`src/rtl/la_pkg.sv`:
```
// Shared constants and state encoding for the logic-analyser capture path.
package la_pkg;

  localparam int unsigned ENTRIES = 384;
  localparam int unsigned LOG2    = 9;
  localparam int unsigned DecW    = 15;

  typedef enum logic [1:0] {
    StIdle,
    StCapt,
    StPost,
    StDone
  } cap_state_e;

endpackage

```
`src/rtl/dec_strobe.sv`:
```
// Sample-rate decimator: emits one strobe per 2**decimator accepted samples.
module dec_strobe
  import la_pkg::*;
(
  input  logic       clk,
  input  logic       rst,
  input  logic       clr,
  input  logic       wrt_smpl,
  input  logic [3:0] decimator,
  output logic       smpl_stb
);

  logic [DecW-1:0] dec_cnt_q, dec_cnt_d;
  logic [DecW-1:0] dec_max;

  always_comb begin
    dec_max   = DecW'((16'd1 << decimator) - 16'd1);
    smpl_stb  = wrt_smpl && (dec_cnt_q == dec_max);
    dec_cnt_d = dec_cnt_q;
    if (clr || smpl_stb) begin
      dec_cnt_d = '0;
    end else if (wrt_smpl) begin
      dec_cnt_d = dec_cnt_q + 1'b1;
    end
  end

  always_ff @(posedge clk) begin
    if (rst) begin
      dec_cnt_q <= '0;
    end else begin
      dec_cnt_q <= dec_cnt_d;
    end
  end

endmodule

```
`src/rtl/capture_ctrl.sv`:
```
// Capture sequencer: circular pre-trigger history, post-trigger fill, done handshake.
module capture_ctrl #(
  parameter int unsigned ENTRIES = 384,
  parameter int unsigned LOG2    = 9
) (
  input  logic            clk,
  input  logic            rst,
  input  logic            capture_en,
  input  logic            capture_done,
  input  logic [3:0]      decimator,
  input  logic [LOG2-1:0] trig_pos,
  input  logic            wrt_smpl,
  input  logic            triggered,
  output logic            we,
  output logic [LOG2-1:0] waddr,
  output logic            armed,
  output logic            set_capture_done,
  output logic [LOG2-1:0] ram_addr
);
  import la_pkg::*;

  localparam logic [LOG2-1:0] LastAddr = LOG2'(ENTRIES - 1);
  localparam logic [LOG2:0]   EntriesW = (LOG2 + 1)'(ENTRIES);

  cap_state_e      state_q, state_d;
  logic            we_q, we_d;
  logic [LOG2-1:0] waddr_q, waddr_d;
  logic [LOG2:0]   smpl_cnt_q, smpl_cnt_d;
  logic [LOG2-1:0] trig_cnt_q, trig_cnt_d;
  logic [LOG2-1:0] ram_addr_q, ram_addr_d;
  logic            done_pulse_q, done_pulse_d;

  logic            running;
  logic            dec_clr;
  logic            dec_wrt;
  logic            smpl_stb;
  logic [LOG2-1:0] trig_pos_eff;
  logic [LOG2-1:0] waddr_inc;
  logic            armed_c;

  assign running = (state_q == StCapt) || (state_q == StPost);
  assign dec_clr = (state_q == StIdle);
  assign dec_wrt = wrt_smpl && running && capture_en;

  dec_strobe u_dec_strobe (
    .clk       (clk),
    .rst       (rst),
    .clr       (dec_clr),
    .wrt_smpl  (dec_wrt),
    .decimator (decimator),
    .smpl_stb  (smpl_stb)
  );

  always_comb begin
    trig_pos_eff = (trig_pos > LastAddr) ? LastAddr : trig_pos;
    waddr_inc    = (waddr_q == LastAddr) ? '0 : waddr_q + 1'b1;
    armed_c      = (state_q == StCapt) &&
                   ((smpl_cnt_q + {1'b0, trig_pos_eff}) >= EntriesW);
  end

  always_comb begin
    state_d      = state_q;
    we_d         = 1'b0;
    smpl_cnt_d   = smpl_cnt_q;
    trig_cnt_d   = trig_cnt_q;
    ram_addr_d   = ram_addr_q;
    done_pulse_d = 1'b0;
    // Address advances once the registered write has been presented.
    waddr_d      = we_q ? waddr_inc : waddr_q;

    unique case (state_q)
      StIdle: begin
        if (capture_en && !capture_done) begin
          state_d    = StCapt;
          smpl_cnt_d = '0;
          trig_cnt_d = '0;
        end
      end
      StCapt: begin
        if (!capture_en) begin
          state_d = StIdle;
        end else begin
          if (smpl_stb) begin
            we_d = 1'b1;
            if (smpl_cnt_q != EntriesW) begin
              smpl_cnt_d = smpl_cnt_q + 1'b1;
            end
          end
          // A sample accepted alongside the trigger is still pre-trigger history;
          // with no post window it must finish writing before DONE.
          if (triggered && armed_c) begin
            state_d = ((trig_pos_eff == '0) && !smpl_stb) ? StDone : StPost;
          end
        end
      end
      StPost: begin
        if (!capture_en) begin
          state_d = StIdle;
        end else if (trig_cnt_q == trig_pos_eff) begin
          state_d = StDone;
        end else if (smpl_stb) begin
          we_d       = 1'b1;
          trig_cnt_d = trig_cnt_q + 1'b1;
        end
      end
      StDone: begin
        if (!capture_done) begin
          state_d = StIdle;
        end
      end
      default: state_d = StIdle;
    endcase

    if ((state_d == StDone) && (state_q != StDone)) begin
      done_pulse_d = 1'b1;
      ram_addr_d   = waddr_d;
    end
  end

  always_ff @(posedge clk) begin
    if (rst) begin
      state_q      <= StIdle;
      we_q         <= 1'b0;
      waddr_q      <= '0;
      smpl_cnt_q   <= '0;
      trig_cnt_q   <= '0;
      ram_addr_q   <= '0;
      done_pulse_q <= 1'b0;
    end else begin
      state_q      <= state_d;
      we_q         <= we_d;
      waddr_q      <= waddr_d;
      smpl_cnt_q   <= smpl_cnt_d;
      trig_cnt_q   <= trig_cnt_d;
      ram_addr_q   <= ram_addr_d;
      done_pulse_q <= done_pulse_d;
    end
  end

  assign we               = we_q;
  assign waddr            = waddr_q;
  assign armed            = armed_c;
  assign set_capture_done = done_pulse_q;
  assign ram_addr         = ram_addr_q;

endmodule

```
`config.mk`:
```
export PLATFORM = sky130hd
export DESIGN_NAME = capture_ctrl
export DESIGN_NICKNAME = d
export VERILOG_FILES = /design/src/rtl/la_pkg.sv /design/src/rtl/dec_strobe.sv /design/src/rtl/capture_ctrl.sv
export SDC_FILE = /design/constraint.sdc
export NUM_CORES = 1
export LEC_CHECK = 0
export ABC_CLOCK_PERIOD_IN_PS = 3900
export CAP_MARGIN = 20
export CELL_PAD_IN_SITES_DETAIL_PLACEMENT = 1
export CELL_PAD_IN_SITES_GLOBAL_PLACEMENT = 1
export CORE_MARGIN = 3
export CORE_UTILIZATION = 39
export CTS_CLUSTER_SIZE = 12
export DETAILED_ROUTE_END_ITERATION = 6
export PLACE_DENSITY = 0.76
export SYNTH_ARGS = -nofsm -noshare
export SYNTH_HDL_FRONTEND = slang
export SYNTH_SLANG_ARGS = --single-unit
```
`constraint.sdc`:
```
create_clock -name clk -period 3.9 [get_ports clk]
set_input_delay 1.17 -clock clk [delete_from_list [all_inputs] [get_ports clk]]
set_output_delay 1.17 -clock clk [all_outputs]
set_load 0.02 [all_outputs]
```
; Yosys cells after proc, flatten, opt, wreduce, memory -nomap -nowiden
; Index checks and enable logic that the tools add are counted.
[classes]
add_sub_neg = 6
eq_ne = 16
n_lt_le_gt_ge = 2
n_shift = 1
n_reduce_logical = 19
n_mux = 27
[ops]
columns = cell, count
row1 = $mux 9, 7
row2 = $mux 10, 4
row3 = $pmux 10 s2, 1
row4 = $add 9x1->9 const B, 2
row5 = $pmux 9 s2, 1
row6 = $add 15x1->15 const B, 1
row7 = $eq 15x15->1, 1
row8 = $shl 1x4->15 const A, 1
row9 = $sub 15x1->15 const B, 1
row10 = $ne 2x2->1 const B, 7
row11 = $mux 2, 6
row12 = $add 10x1->10 const B, 1
row13 = $add 10x9->10, 1
row14 = $ge 10x9->1 const B, 1
row15 = $ne 10x9->1 const B, 1
row16 = $reduce_and 5->1, 2
row17 = $eq 9x9->1, 1
row18 = $eq 9x9->1 const B, 1
row19 = $gt 9x9->1 const B, 1
row20 = $logic_not 9->1, 1
row21 = $logic_and 1x1->1, 8
row22 = $pmux 2 s4, 1
row23 = $eq 2x2->1 const B, 3
row24 = $mux 1, 6
row25 = other kinds (8), 11
[totals]
word_cells = 79
regBits = 56
out_inout_bits = 21
inputBits = 19

; Longest topological paths before layout
; Gate-level depths: netlist (run 1).
[logic_depth]
depth_word = 14
mapped_depth = 14
mapped_depth_nobuf = 12

; Hierarchy
; Synthesis (run 1) repeated with hierarchy kept, for this count alone.
[unflattened]
cells_unflattened = 437
hier_area_um2 = 3741.1
[modules_own_cells]
columns = module, seq_area_each_um2, n_inst, area_per_inst_um2, cells_each
row1 = capture_ctrl, 820.8, 1, 2560.0, 295
row2 = dec_strobe, 300.3, 1, 1181.1, 142

; Worst setup path before layout (run 1)
; OpenSTA, ideal clock, no wires.
[synth_path]
path_type = input -> output
from = input trig_pos[8]
to = output armed
arrival_time_ns = 2.948
setup_slack_ns = -0.218
cell_stages = 9
n_path_buf = 0
required_time_ns = 2.730
path_cell_list = nand2_1 -> nand2b_1 -> ha_1 -> fa_1 -> a211oi_1 -> o21a_1 -> o211ai_1 -> o211ai_1 -> and2_1
[synth_between]
elab_chain_cells = 5
[synth_lines]
columns = item, line_no
row1 = from (decl), capture_ctrl.sv:11  ; input logic [LOG2-1:0] trig_pos,
row2 = $gt 9x9->1, capture_ctrl.sv:55  ; trig_pos_eff = (trig_pos > LastAddr) ? LastAddr : trig_pos;
row3 = $mux 9 *, capture_ctrl.sv:55
row4 = $add 10x9->10 *, capture_ctrl.sv:58  ; ((smpl_cnt_q + {1'b0, trig_pos_eff}) >= EntriesW);
row5 = $ge 10x9->1 *, capture_ctrl.sv:58
row6 = $logic_and 1x1->1 *, capture_ctrl.sv:57  ; armed_c = (state_q == StCapt) &&
row7 = to (decl), capture_ctrl.sv:16  ; output logic armed,
; Every way passes the cells marked *; elsewhere a longest branch is shown, timed or not.

; Worst setup path in the final report (run 1)
; Ends and elaborated chain as after synthesis.

==> flow_summary.json, run 1 <==
{
  "status": "finished, violations left",
  "violations": "negative setup slack",
  "die_x_um": 107,
  "pwr-share-seq_pct": 44.9,
  "cts_tree": "yes",
  "initial_core_util_pct": 40.4,
  "syn-cell-area_um2": 3970,
  "clk_latency_ns": 0.32,
  "critical_path_class": "in2out",
  "clkPwrFrac_pct": 27.0,
  "fin_util_pct": 58.8,
  "slew_headroom_pct": 38.2,
  "period_share_pct": 108,
  "r2r_start": "smpl_cnt_q[1]",
  "ios": 40,
  "syn_avg_cell_area_um2": 8.06,
  "critPathCaptureType": "output pin",
  "setup_viol": 16,
  "max_cap_viol_count": 0,
  "synth_edf_count": 0,
  "r2r-end": "ram_addr[3]",
  "yosysUniqueCellTypes": 71,
  "synth_nets": 531,
  "drt-initial-drc-count": 174,
  "hpwl_um": 9210,
  "slew_violations": 0,
  "max_freq_mhz": 238,
  "place.gp.congestion": 0.852,
  "clk_pin_slew_worst_paths_ns": 0.12,
  "dieArea_um2": 11400,
  "setup.worst_path.start_class": "input port",
  "grt_pass1_vias": 4606,
  "critPathMaxFanout": 6,
  "antenna_found_initial": 0,
  "worstSetupEndpoint": "armed",
  "detail-route-antenna-nets": 0,
  "worstPathRequired_ns": 2.73,
  "cts_root_buffer": "clkbuf_8",
  "die_y_um": 107,
  "synth_top_cell_by_area": "dfxtp_1",
  "switching_share_pct": 32.9,
  "portBuffers": 39,
  "totalPowerFinal_w": 0.00131,
  "synth-seq-cells": 56,
  "track_usage_pct": 23.9,
  "r2r_slack_ns": 0.43,
  "grt_pass1_wl_um": 22500,
  "drt-total-wl_um": 14700,
  "cts_buffer_depth": 2,
  "rsz0062_at_grt": "true",
  "leakage_nw": 2.11,
  "cts_buffers": 5,
  "rows": 36,
  "peakVddDrop_mv": 0.172,
  "netlist_instances": 492,
  "tightest_slew_ns": 0.925,
  "setup_ws_ns": -0.297,
  "syn_to_final_growth_pct": 45.6,
  "yosysWarnings": 0,
  "p_switching_w": 0.000430,
  "combPwrFrac_pct": 28.1,
  "period_needed_ns": 4.20,
  "synth-main-ff-cell": "dfxtp_1",
  "final_nets": 651,
  "dr.pass1.iters": 4,
  "ys_seq_area_share_pct": 28.3,
  "num_antenna_cells": 0,
  "cp.arrival_ns": 3.03,
  "cts_hold_buf": 0,
  "wl_per_cell_um": 19.7,
  "r2r_cells": 15,
  "grt_max_degree": 21,
  "grt_overflow": 0,
  "synth.area.top_cells": "dfxtp_1, ha_1, nor2_1, xnor2_1, a21oi_1",
  "cts-htree-levels": 2,
  "synth_top_area_share_pct": 28.3,
  "hp-class": "reg2reg",
  "synth_async_sr_flop_share_pct": 0,
  "p_per_area_nw_per_um2": 226,
  "p_int_w": 0.000876,
  "drcViolationCount": 0,
  "hold_violations": 0,
  "critPathLaunch": "trig_pos[8]",
  "coreArea_um2": 9820,
  "cts_sinks": 56,
  "skew_ns": 0.0199,
  "drive_gt1_share_pct": 33.4,
  "avgViaCountPerCell": 5.78,
  "vias": 4309
}
## Yosys cell counts, types with 9 or more instances
library cell,number
dfxtp_1,56
nor2_1,53
a21oi_1,30
nand2_1,29
nand3_1,22
xnor2_1,21
ha_1,19
inv_1,18
o21ai_0,18
xor2_1,16
and3_1,14
nor2b_1,14
nor3_1,13
clkbuf_1,11
mux2_2,10
or4_1,10
a211oi_1,9
buf_2,9
## sequential cells by signal (all words and copies together), names as in the netlist
name / cells
ram_addr: 9
set_capture_done: 1
smpl_cnt_q: 10
state_q: 2
trig_cnt_q: 9
u_dec_strobe.dec_cnt_q: 15
waddr: 9
we: 1
## cells by family after synthesis
kind of cell               Yosys count  share of synthesized area [%]
buffers and inverters               43                           4.76
muxes                               15                           4.13
AOI/OAI and AO/OA                  115                           19.8
adders and majority gates           20                           6.50
and+or+nand+nor                    206                           28.3
xor gates and xnor gates            37                           8.17
DFF                                 56                           28.3
## stage by stage
| stage | TNS, ns | hold slack [ns] | setup WS [ns] | cell area (um2) | std cells |
|---|---|---|---|---|---|
| global placement | -20.21 | 0.506 | -1.14 | 4980 | 708 |
| finish | -2.02 | 0.568 | -0.297 | 5770 | 746 |
| CTS | -0.347 | 0.531 | -0.261 | 5580 | 739 |
| detailed placement | -23.73 | 0.518 | -1.22 | 4980 | 708 |
| floorplan | -0.0129 | 0.481 | -0.0129 | 4040 | 492 |
| global route | -4.20 | 0.584 | -0.359 | 5770 | 746 |
## per-layer routing
metal / wire [um] / global-route usage [%] / up-vias
met2: 7820 / 45.0 / 72
met3: 270 / 2.71 / 20
met4: 240 / 6.12 / 0
met1: 6380 / 28.8 / 2174
met5: 0 / 0 / -
li1: - / - / 2043
## timing repair
action | 4_1_cts | 5_1_grt
setup endpoints to repair | 31 | 27
resized for setup | 114 | 42
pin swaps | 28 | 20
cloned | 1 | 0
buffers inserted | 27 | 6
## power groups by stage
stage	clock [W]	combinational [W]	sequential [W]
detailed placement	0	0.000279	0.000597
global placement	0	0.000268	0.000597
global route	0.000390	0.000393	0.000587
CTS	0.000357	0.000329	0.000585
finish	0.000353	0.000367	0.000586
floorplan	0	0.000165	0.000595
## cells in the final DEF (no fill, tap or decap), types with 15 or more instances in the layout
cell type,netlist,layout
nand2_1,29,28
dfxtp_1,56,56
nand3_1,22,21
inv_1,18,17
a21oi_1,30,18
xor2_1,16,15
xnor2_1,21,21
clkdlybuf4s50_1,0,25
buf_4,4,83
buf_6,0,16
nor2_1,53,52
## final cells by class
cell class | count | area (um2)
fill | 1186 | 4050
multi-input combinational | 393 | 3150
timing repair buffer | 138 | 1180
sequential | 56 | 1120
tap | 133 | 166
clock buffer | 5 | 68.8
inverter | 18 | 67.6
clock inverter | 3 | 27.5
## how the worst min path moves through the flow
stage | from | endpoint | slack (ns) | depth (start not counted)
2_1_floorplan | trig_cnt_q[8] | trig_cnt_q[8] | 0.48 | 2
3_3_place_gp | trig_cnt_q[8] | trig_cnt_q[8] | 0.51 | 2
3_5_place_dp | trig_cnt_q[8] | trig_cnt_q[8] | 0.52 | 2
4_1_cts | trig_cnt_q[8] | trig_cnt_q[8] | 0.53 | 2
5_1_grt | trig_cnt_q[5] | trig_cnt_q[5] | 0.58 | 2
6_report | trig_cnt_q[5] | trig_cnt_q[5] | 0.57 | 2
## worst max-delay path: stages
cell      delay (ns)
buf_12          0.11
nand2_8         0.11
nand2b_4        0.08
ha_4            0.17
fa_2            0.34
a211oi_2        0.23
o21a_1          0.16
o211ai_1        0.08
o211ai_1        0.27
and2_4          0.20
buf_6           0.11
No activity file was read; power rests on OpenSTA's default activity.
==> run 2, diff against run 1 <==
--- a/config.mk
+++ b/config.mk
@@ -6,7 +6,6 @@
 export NUM_CORES = 1
 export LEC_CHECK = 0
 export ABC_CLOCK_PERIOD_IN_PS = 3900
-export CAP_MARGIN = 20
 export CELL_PAD_IN_SITES_DETAIL_PLACEMENT = 1
 export CELL_PAD_IN_SITES_GLOBAL_PLACEMENT = 1
 export CORE_MARGIN = 3
==> flow_summary.json, run 2 (synthesis gave the netlist of run 1 again) <==
{
  "status": "finished, violations left",
  "violations": "negative setup slack",
  "die_y_um": 107,
  "avgViaCountPerCell": 5.71,
  "num_antenna_cells": 0,
  "hp-class": "reg2reg",
  "drt-total-wl_um": 14000,
  "max_stage_delay_ns": 0.35,
  "largest_reg_flops": 15,
  "crit_slowest_cell": "fa_2",
  "place.gp.congestion": 0.852,
  "die_x_um": 107,
  "critPathMaxFanout": 6,
  "critical_path_class": "in2out",
  "layout_commonest_cell": "buf_4",
  "grt_pass1_vias": 4606,
  "cts_buffer_depth": 2,
  "slew_violations": 0,
  "regMostFlops": "u_dec_strobe.dec_cnt_q",
  "critPathCaptureType": "output pin",
  "critPathTopFamily": "compound AO/OA/AOI/OAI gates",
  "vias": 4255,
  "final_nets": 650,
  "cpMostUsedCell": "o211ai_1",
  "slew_headroom_pct": 9.67,
  "tightest_slew_ns": 1.35,
  "cp.arrival_ns": 3.02,
  "grt_max_degree": 21,
  "cp_num_buf_inv": 2,
  "period_needed_ns": 4.19,
  "cp_cell_sequence": "buf_12 -> nand2_8 -> nand2b_4 -> ha_4 -> fa_2 -> a211oi_2 -> o21a_1 -> o211ai_1 -> o211ai_1 -> and2_4 -> buf_6",
  "dr.pass1.iters": 4,
  "worstPathRequired_ns": 2.73,
  "hold_violations": 0,
  "mostFrequentLayoutCells": "buf_4, dfxtp_1, nor2_1",
  "totalPowerFinal_w": 0.00129,
  "syn_to_final_growth_pct": 43.6,
  "leakage_nw": 2.10,
  "rsz0062_at_grt": "true",
  "period_share_pct": 107,
  "skew_ns": 0.0172,
  "max_cap_viol_count": 0,
  "hpwl_um": 9210,
  "cts_sinks": 56,
  "antenna_found_initial": 0,
  "setup.worst_path.start_class": "input port",
  "rows": 36,
  "peakVddDrop_mv": 0.170,
  "reg_top3": "u_dec_strobe.dec_cnt_q (15), smpl_cnt_q (10)",
  "cts_buffers": 5,
  "dieArea_um2": 11400,
  "ios": 40,
  "coreArea_um2": 9820,
  "initial_core_util_pct": 40.4,
  "portBuffers": 39,
  "wl_per_cell_um": 18.8,
  "cts-htree-levels": 2,
  "placed_cell_area_um2": 4980,
  "setup_viol": 14,
  "grt_pass1_wl_um": 22500,
  "detail-route-antenna-nets": 0,
  "grt_overflow": 0,
  "clk_latency_ns": 0.32,
  "max_freq_mhz": 239,
  "setup_ws_ns": -0.292,
  "cts_tree": "yes",
  "drive_gt1_share_pct": 31.5,
  "track_usage_pct": 23.9,
  "clk_pin_slew_worst_paths_ns": 0.11,
  "cts_root_buffer": "clkbuf_8",
  "p_per_area_nw_per_um2": 226,
  "final_area_um2": 5700,
  "drcViolationCount": 0,
  "drt-initial-drc-count": 146
}
[run 2: repair_timing]
action / in CTS / in global routing
endpoints found under the setup margin: 31 / 25
setup buffers: 27 / 6
gates cloned: 1 / 0
hold endpoints to repair: 0 / 0
pin swaps: 28 / 22
hold buffers: 0 / 0
gates resized for setup: 114 / 27
[run 2: power breakdown]
group / switching, W / leakage [nW] / internal (W)
Combinational: 0.000191 / 1.60 / 0.000165
Sequential: 0.00000957 / 0.451 / 0.000576
Clock: 0.000212 / 0.0463 / 0.000133
Total: 0.000413 / 2.10 / 0.000874
[run 2: cell type report]
cell class / instances / area (um2)
timing repair buffer: 137 / 1170
sequential: 56 / 1120
multi-input combinational: 393 / 3080
clock inverter: 3 / 27.5
fill: 1189 / 4120
inverter: 18 / 67.6
clock buffer: 5 / 68.8
tap: 133 / 166
[run 2: layer usage]
layer | up-vias | global-route usage (%) | wire (um)
li1 | 2037 | - | -
met3 | 19 | 2.71 | 310
met2 | 68 | 45.0 | 7470
met1 | 2131 | 28.8 | 5970
met4 | 0 | 6.12 | 245
met5 | - | 0 | 0
[run 2: path summary, 6_finish.rpt]
kind                      start            end  slack, ns  cells past startpoint
setup / recovery    trig_pos[8]          armed      -0.29                     11
hold reg to reg   trig_cnt_q[8]  trig_cnt_q[8]       0.56                      2
hold / removal    trig_cnt_q[8]  trig_cnt_q[8]       0.56                      2
setup reg to reg  smpl_cnt_q[1]    ram_addr[8]       0.49                     15
[run 2: worst min-delay path: stages (launching register included)]
cell and delay (ns):
dfxtp_1 0.37, o31ai_1 0.09, a21oi_1 0.06
[run 2: through the flow]
step	utilization, %	std cells	hold slack, ns	setup WS [ns]	setup TNS [ns]
after floorplan	-	492	0.481	-0.0129	-0.0129
after global placement	50.7	708	0.506	-1.14	-20.21
after detailed placement	50.7	708	0.518	-1.22	-23.73
after CTS	56.8	739	0.531	-0.261	-0.347
after global routing	58.0	745	0.573	-0.357	-3.46
final	58.0	745	0.558	-0.292	-1.66
==> run 3, diff against run 2 <==
==> constraint.sdc (replaced) <==
create_clock -name clk -period 3.9 [get_ports clk]
set_input_delay 0.585 -clock clk [delete_from_list [all_inputs] [get_ports clk]]
set_output_delay 0.585 -clock clk [all_outputs]
set_load 0.02 [all_outputs]
==> flow_summary.json, run 3 (synthesis gave the netlist of run 1 again) <==
{
  "die_y_um": 107,
  "place.gp.congestion": 0.863,
  "num_antenna_cells": 0,
  "coreArea_um2": 9820,
  "cts_buffer_depth": 2,
  "period_needed_ns": 3.72,
  "clk_latency_ns": 0.33,
  "finalNonFillerCells": 685,
  "status": "complete, no violations",
  "fillerInstances": 1228,
  "clkPwrFrac_pct": 29.1,
  "cp.arrival_ns": 3.98,
  "antenna_found_initial": 0,
  "skew_ns": 0.0183,
  "busiest_layer": "met2",
  "cts_buffers": 5,
  "slew_violations": 0,
  "initial_core_util_pct": 40.4,
  "combPwrFrac_pct": 21.8,
  "avgViaCountPerCell": 5.67,
  "grtUsageMet3_pct": 2.53,
  "largest_reg_flops": 15,
  "tightest_slew_ns": 0.950,
  "track_usage_pct": 19.9,
  "p_int_w": 0.000820,
  "cts_root_buffer": "clkbuf_8",
  "cts-htree-levels": 2,
  "layout_commonest_cell": "dfxtp_1",
  "period_share_pct": 95.5,
  "dieArea_um2": 11400,
  "die_x_um": 107,
  "slew_headroom_pct": 36.2,
  "crit_slowest_cell": "or4_4",
  "hpwl_um": 8490,
  "reg_top3": "u_dec_strobe.dec_cnt_q (15), smpl_cnt_q (10)",
  "critPathTopFamily": "simple AND/OR/NAND/NOR gates",
  "grt_use_met2_pct": 36.7,
  "critical_path_class": "in2reg",
  "grt_pass1_wl_um": 18900,
  "p_per_area_nw_per_um2": 245,
  "portBuffers": 39,
  "dp.cells": 672,
  "setup_viol": 0,
  "fin_util_pct": 49.5,
  "cts_hold_buf": 0,
  "grt_max_degree": 26,
  "grt_pass1_vias": 3963,
  "cp_cell_sequence": "clkdlybuf4s50_1 -> or4_4 -> ha_1 -> buf_4 -> nand2_1 -> a211oi_1 -> or4b_1 -> nor2_1 -> nand4_1 -> o21a_4 -> or4_1 -> a21oi_1",
  "use_met1_pct": 24.7,
  "max_stage_delay_ns": 0.54,
  "cts_tree": "yes",
  "setup.worst_path.start_class": "input port",
  "drt-total-wl_um": 11300,
  "drive_gt1_share_pct": 14.9,
  "switching_share_pct": 31.2,
  "critPathCaptureType": "flip-flop",
  "clk_pin_slew_worst_paths_ns": 0.11,
  "hold_violations": 0,
  "grt_overflow": 0,
  "peakVddDrop_mv": 0.141,
  "drcViolationCount": 0,
  "regMostFlops": "u_dec_strobe.dec_cnt_q",
  "pwr-share-seq_pct": 49.1,
  "critPathMaxFanout": 16,
  "wl_per_cell_um": 16.5,
  "worstPathRequired_ns": 4.16,
  "vias": 3881,
  "leakage_nw": 1.70,
  "max_cap_viol_count": 0,
  "mostFrequentLayoutCells": "dfxtp_1, nor2_1, clkdlybuf4s50_1",
  "syn_to_final_growth_pct": 22.6,
  "rows": 36,
  "cp_num_buf_inv": 2,
  "drt-initial-drc-count": 108,
  "hp-class": "reg2reg",
  "final_nets": 590,
  "cts_sinks": 56,
  "max_freq_mhz": 268,
  "detail-route-antenna-nets": 0,
  "p_switching_w": 0.000372,
  "ios": 40,
  "setup-tns-final_ns": 0,
  "dr.pass1.iters": 4
}
[run 3: cell types whose count changed in the layout (fill, tap and decap cells not counted), sizes merged]
cell / previous run / this run
dlygate4sd2: 2 / 1
clkdlybuf4s50: 25 / 38
clkinv: 1 / 0
buf: 108 / 38
clkbuf: 7 / 5
inv: 19 / 20
[run 3: cell type report]
| type | count | area, um2 | area share, % |
|---|---|---|---|
| Clock buffer | 5 | 68.8 | 1.42 |
| Multi-Input combinational cell | 393 | 2730 | 56.2 |
| Sequential cell | 56 | 1120 | 23.1 |
| Clock inverter | 3 | 25.0 | 0.515 |
| Inverter | 18 | 67.6 | 1.39 |
| Timing Repair Buffer | 77 | 678 | 14.0 |
| Tap cell | 133 | 166 | 3.42 |
[run 3: tightest hold or removal path: stages (launching register included)]
cell and delay (ns):
dfxtp_1 0.37, o31ai_1 0.08, a21oi_1 0.06
[run 3: worst paths after layout]
path / start / endpoint / slack (ns) / cells after the start
max: decimator[0] / trig_cnt_q[6] / 0.18 / 12
min: trig_cnt_q[8] / trig_cnt_q[8] / 0.53 / 2
max reg2reg: smpl_cnt_q[2] / ram_addr[5] / 0.69 / 12
min reg2reg: trig_cnt_q[8] / trig_cnt_q[8] / 0.53 / 2
[run 3: repair_timing]
| action | in CTS | in global routing |
|---|---|---|
| pin swaps | 1 | 4 |
| resized for setup | 2 | 19 |
| setup buffers | 1 | 3 |
| cloned | 0 | 1 |
| endpoints found under the setup margin | 1 | 22 |
[run 3: per-stage QoR]
step                worst slack [ns]  total power (W)  hold slack [ns]  instance area [um2]
global placement              -0.180         0.000833            0.495                 4650
global route                -0.00654          0.00125            0.545                 4860
CTS                           0.0485          0.00119            0.526                 4750
detailed placement            -0.285         0.000843            0.509                 4650
floorplan                      0.371         0.000753            0.477                 3970
finish                         0.175          0.00119            0.535                 4860
[run 3: routing by layer]
| metal | routed length [um] | up-vias | share of wire [%] |
|---|---|---|---|
| met2 | 5760 | 39 | 51 |
| met1 | 5230 | 1907 | 46 |
| met5 | 0 | - | 0 |
| li1 | - | 1928 | - |
| met4 | 91 | 0 | 0.81 |
| met3 | 204 | 7 | 1.8 |
[run 3: power by group through the flow]
stage               registers, W  clock network [W]  logic, W
detailed placement      0.000597                  0  0.000245
floorplan               0.000595                  0  0.000158
finish                  0.000585           0.000347  0.000259
CTS                     0.000585           0.000361  0.000248
global placement        0.000597                  0  0.000236
global route            0.000586           0.000379  0.000288
==> RTL edit 1, RTL diff (flow settings as in run 2) <==
`DecW`: 15 -> 16.
--- a/src/rtl/la_pkg.sv
+++ b/src/rtl/la_pkg.sv
@@ -4,5 +4,5 @@
   localparam int unsigned ENTRIES = 384;
   localparam int unsigned LOG2    = 9;
-  localparam int unsigned DecW    = 15;
+  localparam int unsigned DecW    = 16;
 
   typedef enum logic [1:0] {
Formal check against the unedited RTL: no difference found for any inputs over 10 cycles, from zero or initial values and one cycle with rst high; that may be too few to reach the edited logic, so the function may still have changed.
==> RTL edit 1 against run 2 <==
The run still ends with negative setup slack left; synthesized cell count up 6.9%; non-clock buffer count down 14; clock power up 76%; core utilization up 0.61 points; synthesized area up 3.1%; register-to-register slack worse by 0.24 ns; sequential cell count up 1; critical path type unchanged; routed wire length up 8.6%; via count up 4.3%; total power up 14%; worst setup slack worse by 0.13 ns; final area up 2.9%; sequential share of layout area down 0.21 points; die area up 2.9%.
==> RTL edit 1: results (changes against run 2) <==
area share of fa/ha/maj cells after synthesis=6.610% (+0.11 points); Slew HR=53.52% (+44 points); post-DP HPWL=9.670 mm (+5.0%); Seq. cell area=1141 um^2 (+1.8%); FILL cells=1179 (-0.84%); Critical Path Fanout Max=4 (-2); met3 wire len=410 um (+32%); clk_skew=0.01636 ns (-0.0008699 ns); Layout Nets=672 (+3.4%); Cell Area, Placed=5045 um^2 (+1.3%); status=finished, violations left; Synth top cells by count=70 x nor2_1, 57 x dfxtp_1, 33 x nand2_1; Initial DRC Count=263 (+80%); clock buffer count from CTS=9 (+4); largest net degree at the start of global routing=20 (-4.8%); dpl ws=-1.370 ns (-0.1463 ns); first-pass GRT wire length=24.05 mm (+6.8%); Post-Route M1 WL=6.616 mm (+11%); r2r endpoint=ram_addr[1]; Cells after DPL=729 (+3.0%); Mapped Avg Cell Area=7.774 um^2 (-3.6%); IR drop worst, VDD=0.0001566 V (-8.0%); Leak=2.198 nW (+4.8%); CTS H-tree lvls=3 (+1); violated checks=negative setup slack; post-route setup slack=-0.4189 ns (-0.1264 ns); top area cells in the synthesized netlist=dfxtp_1 28%, nor2_1 6.4%, ha_1 6.1%; Post-Synth XOR/XNOR Area=8.140% (-0.031 points); Synth Area in Compound Gates=18.24% (-1.6 points); routed length per instance=19.74 um (+5.1%); final setup vio count=10 (-4); R2R Setup Slk=0.25 ns (-0.24 ns); routability cong.=0.8759 (+2.8%); crit path DAT=3.15 ns (+0.13 ns); worst-skew pair later-pin latency=0.35 ns (+0.03 ns); via count of the first global-routing pass=4738 (+2.9%); routed wl met2=7.563 mm (+1.2%); cell count of the worst reg-to-reg path=13 (-2); Global Route Usage Sum=25.75% (+1.8 points); post-synthesis sequential area ratio=27.91% (-0.36 points); final WL=15.20 mm (+8.6%)
==> RTL edit 1: per-layer routing <==
| layer | global-route usage [%] | up-vias |
|---|---|---|
| li1 | - | 2097 |
| met1 | 30.71 | 2207 |
| met2 | 45.03 | 92 |
| met3 | 4.776 | 42 |
| met4 | 11.18 | 0 |
| met5 | 0 | - |
==> RTL edit 1: through the flow <==
| stage | setup TNS (ns) | power (mW) | hold slack, ns |
|---|---|---|---|
| floorplan | -0.03432 | 0.7195 | 0.4836 |
| global placement | -20.11 | 0.8035 | 0.4990 |
| detailed placement | -24.33 | 0.8131 | 0.5382 |
| CTS | -0.4469 | 1.443 | 0.5482 |
| global route | -4.232 | 1.521 | 0.5673 |
| finish | -3.643 | 1.462 | 0.5452 |
==> RTL edit 1: worst max path at each step <==
stage / start / endpoint / slack (ns) / cells past startpoint
after detailed placement: trig_pos[8] / armed / -1.37 / 11
final: trig_pos[8] / armed / -0.42 / 11
after global placement: trig_pos[8] / armed / -1.18 / 11
after global routing: trig_pos[8] / armed / -0.47 / 11
after CTS: trig_pos[8] / armed / -0.32 / 12
after floorplan: decimator[3] / ram_addr[0] / -0.004 / 12
==> RTL edit 1: final cells by class <==
class,instances,share of cell area [%]
multi-input combinational,426,54.80
clock inverter,6,1.238
timing repair buffer,123,18.34
sequential,57,19.47
inverter,15,0.9607
tap,133,2.839
clock buffer,10,2.348
==> RTL edit 1: critical path, cell delays in order <==
cell and delay (ns):
buf_12 0.11, nand2b_1 0.16, inv_1 0.07, ha_1 0.28, o21ai_0 0.26, nor2_1 0.14, o31a_1 0.32, nor4_4 0.23
and2_4 0.23, nor2b_4 0.04, buf_6 0.12
==> RTL edit 1: power groups by stage <==
stage	clock network, mW	registers [mW]	logic (mW)
after floorplan	0	0.601	0.119
after global placement	0	0.601	0.202
after detailed placement	0	0.601	0.212
after CTS	0.613	0.588	0.242
after global routing	0.647	0.588	0.286
final	0.607	0.589	0.267
==> RTL edit 1: logic make-up (layout without fill, tap and decap cells) <==
| kind of cell | after synthesis | count (layout) |
|---|---|---|
| DFF | 57 | 57 |
| buffers and inverters | 43 | 154 |
| muxes | 15 | 15 |
| xor gates and xnor gates | 38 | 38 |
| adders and majority gates | 21 | 21 |
| AOI/OAI and AO/OA | 113 | 113 |
| and+or+nand+nor | 239 | 239 |
==> RTL edit 1: timing repair <==
item                                    in CTS  in global routing
gates resized for setup                     93                 32
cloned                                       1                  0
endpoints found under the setup margin      31                 25
pin swaps                                   26                 19
setup buffers                               19                  6
==> RTL edit 2, RTL diff (settings of run 2) <==
Made on the original files. Remove the register `done_pulse_q`: a continuous assignment takes its place, so the output `set_capture_done` follows one clock earlier.
--- a/src/rtl/capture_ctrl.sv
+++ b/src/rtl/capture_ctrl.sv
@@ -126,5 +126,4 @@
       trig_cnt_q   <= '0;
       ram_addr_q   <= '0;
-      done_pulse_q <= 1'b0;
     end else begin
       state_q      <= state_d;
@@ -134,7 +133,8 @@
       trig_cnt_q   <= trig_cnt_d;
       ram_addr_q   <= ram_addr_d;
-      done_pulse_q <= done_pulse_d;
     end
   end
+
+  assign done_pulse_q = done_pulse_d;
 
   assign we               = we_q;
Behaviour: not the same (Yosys sat finds a counterexample within 4 cycles, from zero or initial values and one cycle with rst high).
==> RTL edit 2 against run 2 <==
The run still ends with negative setup slack left; total power down 5.3%; synthesized area decreased by 3.1%; critical endpoint is now set_capture_done; final area up 1.2%; routed wire length is 3.8% higher; sequential cell count is 1 lower; core utilization grew 3.2 points; highest routed layer unchanged; worst setup slack got worse by 0.96 ns; via count shrank 0.56%; clock skew decreased by 0.0036 ns; sequential share of layout area fell by 0.59 points; combinational power down 17%; register-to-register slack better by 0.06 ns.
==> RTL edit 2: results (changes against run 2) <==
post-route setup slack=-1.249 ns (-0.9567 ns); crit path DAT=3.98 ns (+0.96 ns); routed wl met2=7.918 mm (+6.0%); final setup vio count=27 (+13); post-synthesis sequential area ratio=28.65% (+0.38 points); IR drop worst, VDD=0.0002298 V (+35%); Synthesis Warnings=0 (unchanged); Main synth FF type=dfxtp_1; final WL=14.53 mm (+3.8%); Synth top cells by count=55 x dfxtp_1, 44 x nor2_1, 37 x nand2_1; violated checks=negative setup slack; Synth async-reset ratio=0% (unchanged); final std cells w/o fill=735 (-1.3%); clock buffer count from CTS=5 (unchanged); top sig layer=met4; post-DP HPWL=9.206 mm (about the same); Leak=2.179 nW (+3.9%); number of diodes=0 (unchanged); status=finished, violations left; Critical Path Fanout Max=4 (-2); Net Count, Synth=518 (-2.4%); Post-Route M1 WL=5.995 mm (+0.47%); largest net degree at the start of global routing=21 (unchanged); via count of the first global-routing pass=4468 (-3.0%); drt first pass iters=5 (+1); worst slew pin tran=0.8542 ns (-0.4917 ns); Layout Nets=644 (-0.92%); Cells after DPL=696 (-1.7%); Vias=4231 (-0.56%); Global Route Usage Sum=23.93% (about the same); Port Buffers=39 (unchanged); routability cong.=0.8522 (about the same); fraction of layout cells with a size suffix above 1=34.32% (+2.8 points); dpl ws=-1.938 ns (-0.7143 ns); Initial DRC Count=209 (+43%); top area cells in the synthesized netlist=dfxtp_1 29%, ha_1 6.2%, nor2_1 4.3%; synth unique cells=66 (-7.0%); first-pass GRT wire length=22.23 mm (-1.3%); clock slew at reported path FFs=0.11 ns (about the same); Mapped Cells=479 (-2.6%); clk_skew=0.01361 ns (-0.003622 ns); worst min-delay path category=register to register; met3 wire len=381 um (+23%); Root Buffer=clkbuf_8
## RTL edit 2: power by group
| group | switching (mW) | leakage (nW) | internal (mW) | total, mW |
|---|---|---|---|---|
| Sequential | 0.00295 | 0.443 | 0.564 | 0.567 |
| Combinational | 0.153 | 1.68 | 0.141 | 0.295 |
| Clock | 0.222 | 0.0515 | 0.136 | 0.358 |
| Total | 0.378 | 2.18 | 0.841 | 1.22 |
## RTL edit 2: final timing paths
path                                    start               end  slack [ns]  depth (start not counted)
worst min register to register  trig_cnt_q[8]     trig_cnt_q[8]        0.54                          2
worst max-delay path             decimator[2]  set_capture_done       -1.25                         12
worst min-delay path            trig_cnt_q[8]     trig_cnt_q[8]        0.54                          2
worst max register to register     state_q[0]     trig_cnt_q[7]        0.55                         12
## RTL edit 2: timing repair
action / in CTS / in global routing
endpoints found under the setup margin: 31 / 46
pin swaps: 41 / 42
hold buffers: 0 / 0
cloned: 1 / 0
setup buffers: 19 / 16
gates resized for setup: 97 / 42
## RTL edit 2: critical path, cell delays in order
cell,delay (ns)
buf_6,0.09
or4_4,0.56
ha_4,0.21
buf_12,0.13
nor4b_4,0.24
a32oi_1,0.11
o211a_1,0.17
or3_4,0.38
or3_4,0.39
a31oi_4,0.23
a2111oi_4,0.11
buf_4,0.18
## RTL edit 2: logic make-up (layout without fill, tap and decap cells)
group | Yosys count | count (layout) | share of synthesized area, %
AO/OA/AOI/OAI | 118 | 119 | 21.78
XOR/XNOR | 32 | 32 | 7.292
adder cells (fa/ha/maj) | 20 | 20 | 6.706
buffers and inverters | 41 | 167 | 4.264
flip-flops | 55 | 55 | 28.65
multiplexers | 11 | 11 | 3.158
AND/OR/NAND/NOR | 202 | 202 | 28.16
## RTL edit 2: area by class of cell
cell class	count	area [um^2]
fill	1086	3650
multi-input combinational	384	3099
timing repair buffer	146	1252
sequential	55	1101
tap	129	161.4
clock buffer	5	68.82
inverter	13	48.80
clock inverter	3	33.78
## RTL edit 2: metrics by stage
stage          setup TNS [ns]  power [mW]  area (um^2)  utilization, %  hold slack, ns
6_report               -6.533       1.220         5766           61.24          0.5434
2_1_floorplan          -4.477      0.7010         4011               -          0.4703
5_1_grt                -8.306       1.271         5766           61.24          0.5842
3_3_place_gp           -24.60      0.7859         5007           53.18          0.5054
4_1_cts                -4.166       1.193         5515           58.58          0.5308
3_5_place_dp           -28.52      0.7948         5007           53.18          0.5112
## RTL edit 2: routing by layer
metal,vias up,global-route usage (%)
met5,-,0
met4,0,5.623
met3,20,2.817
met2,86,45.04
met1,2123,28.71
li1,2002,-
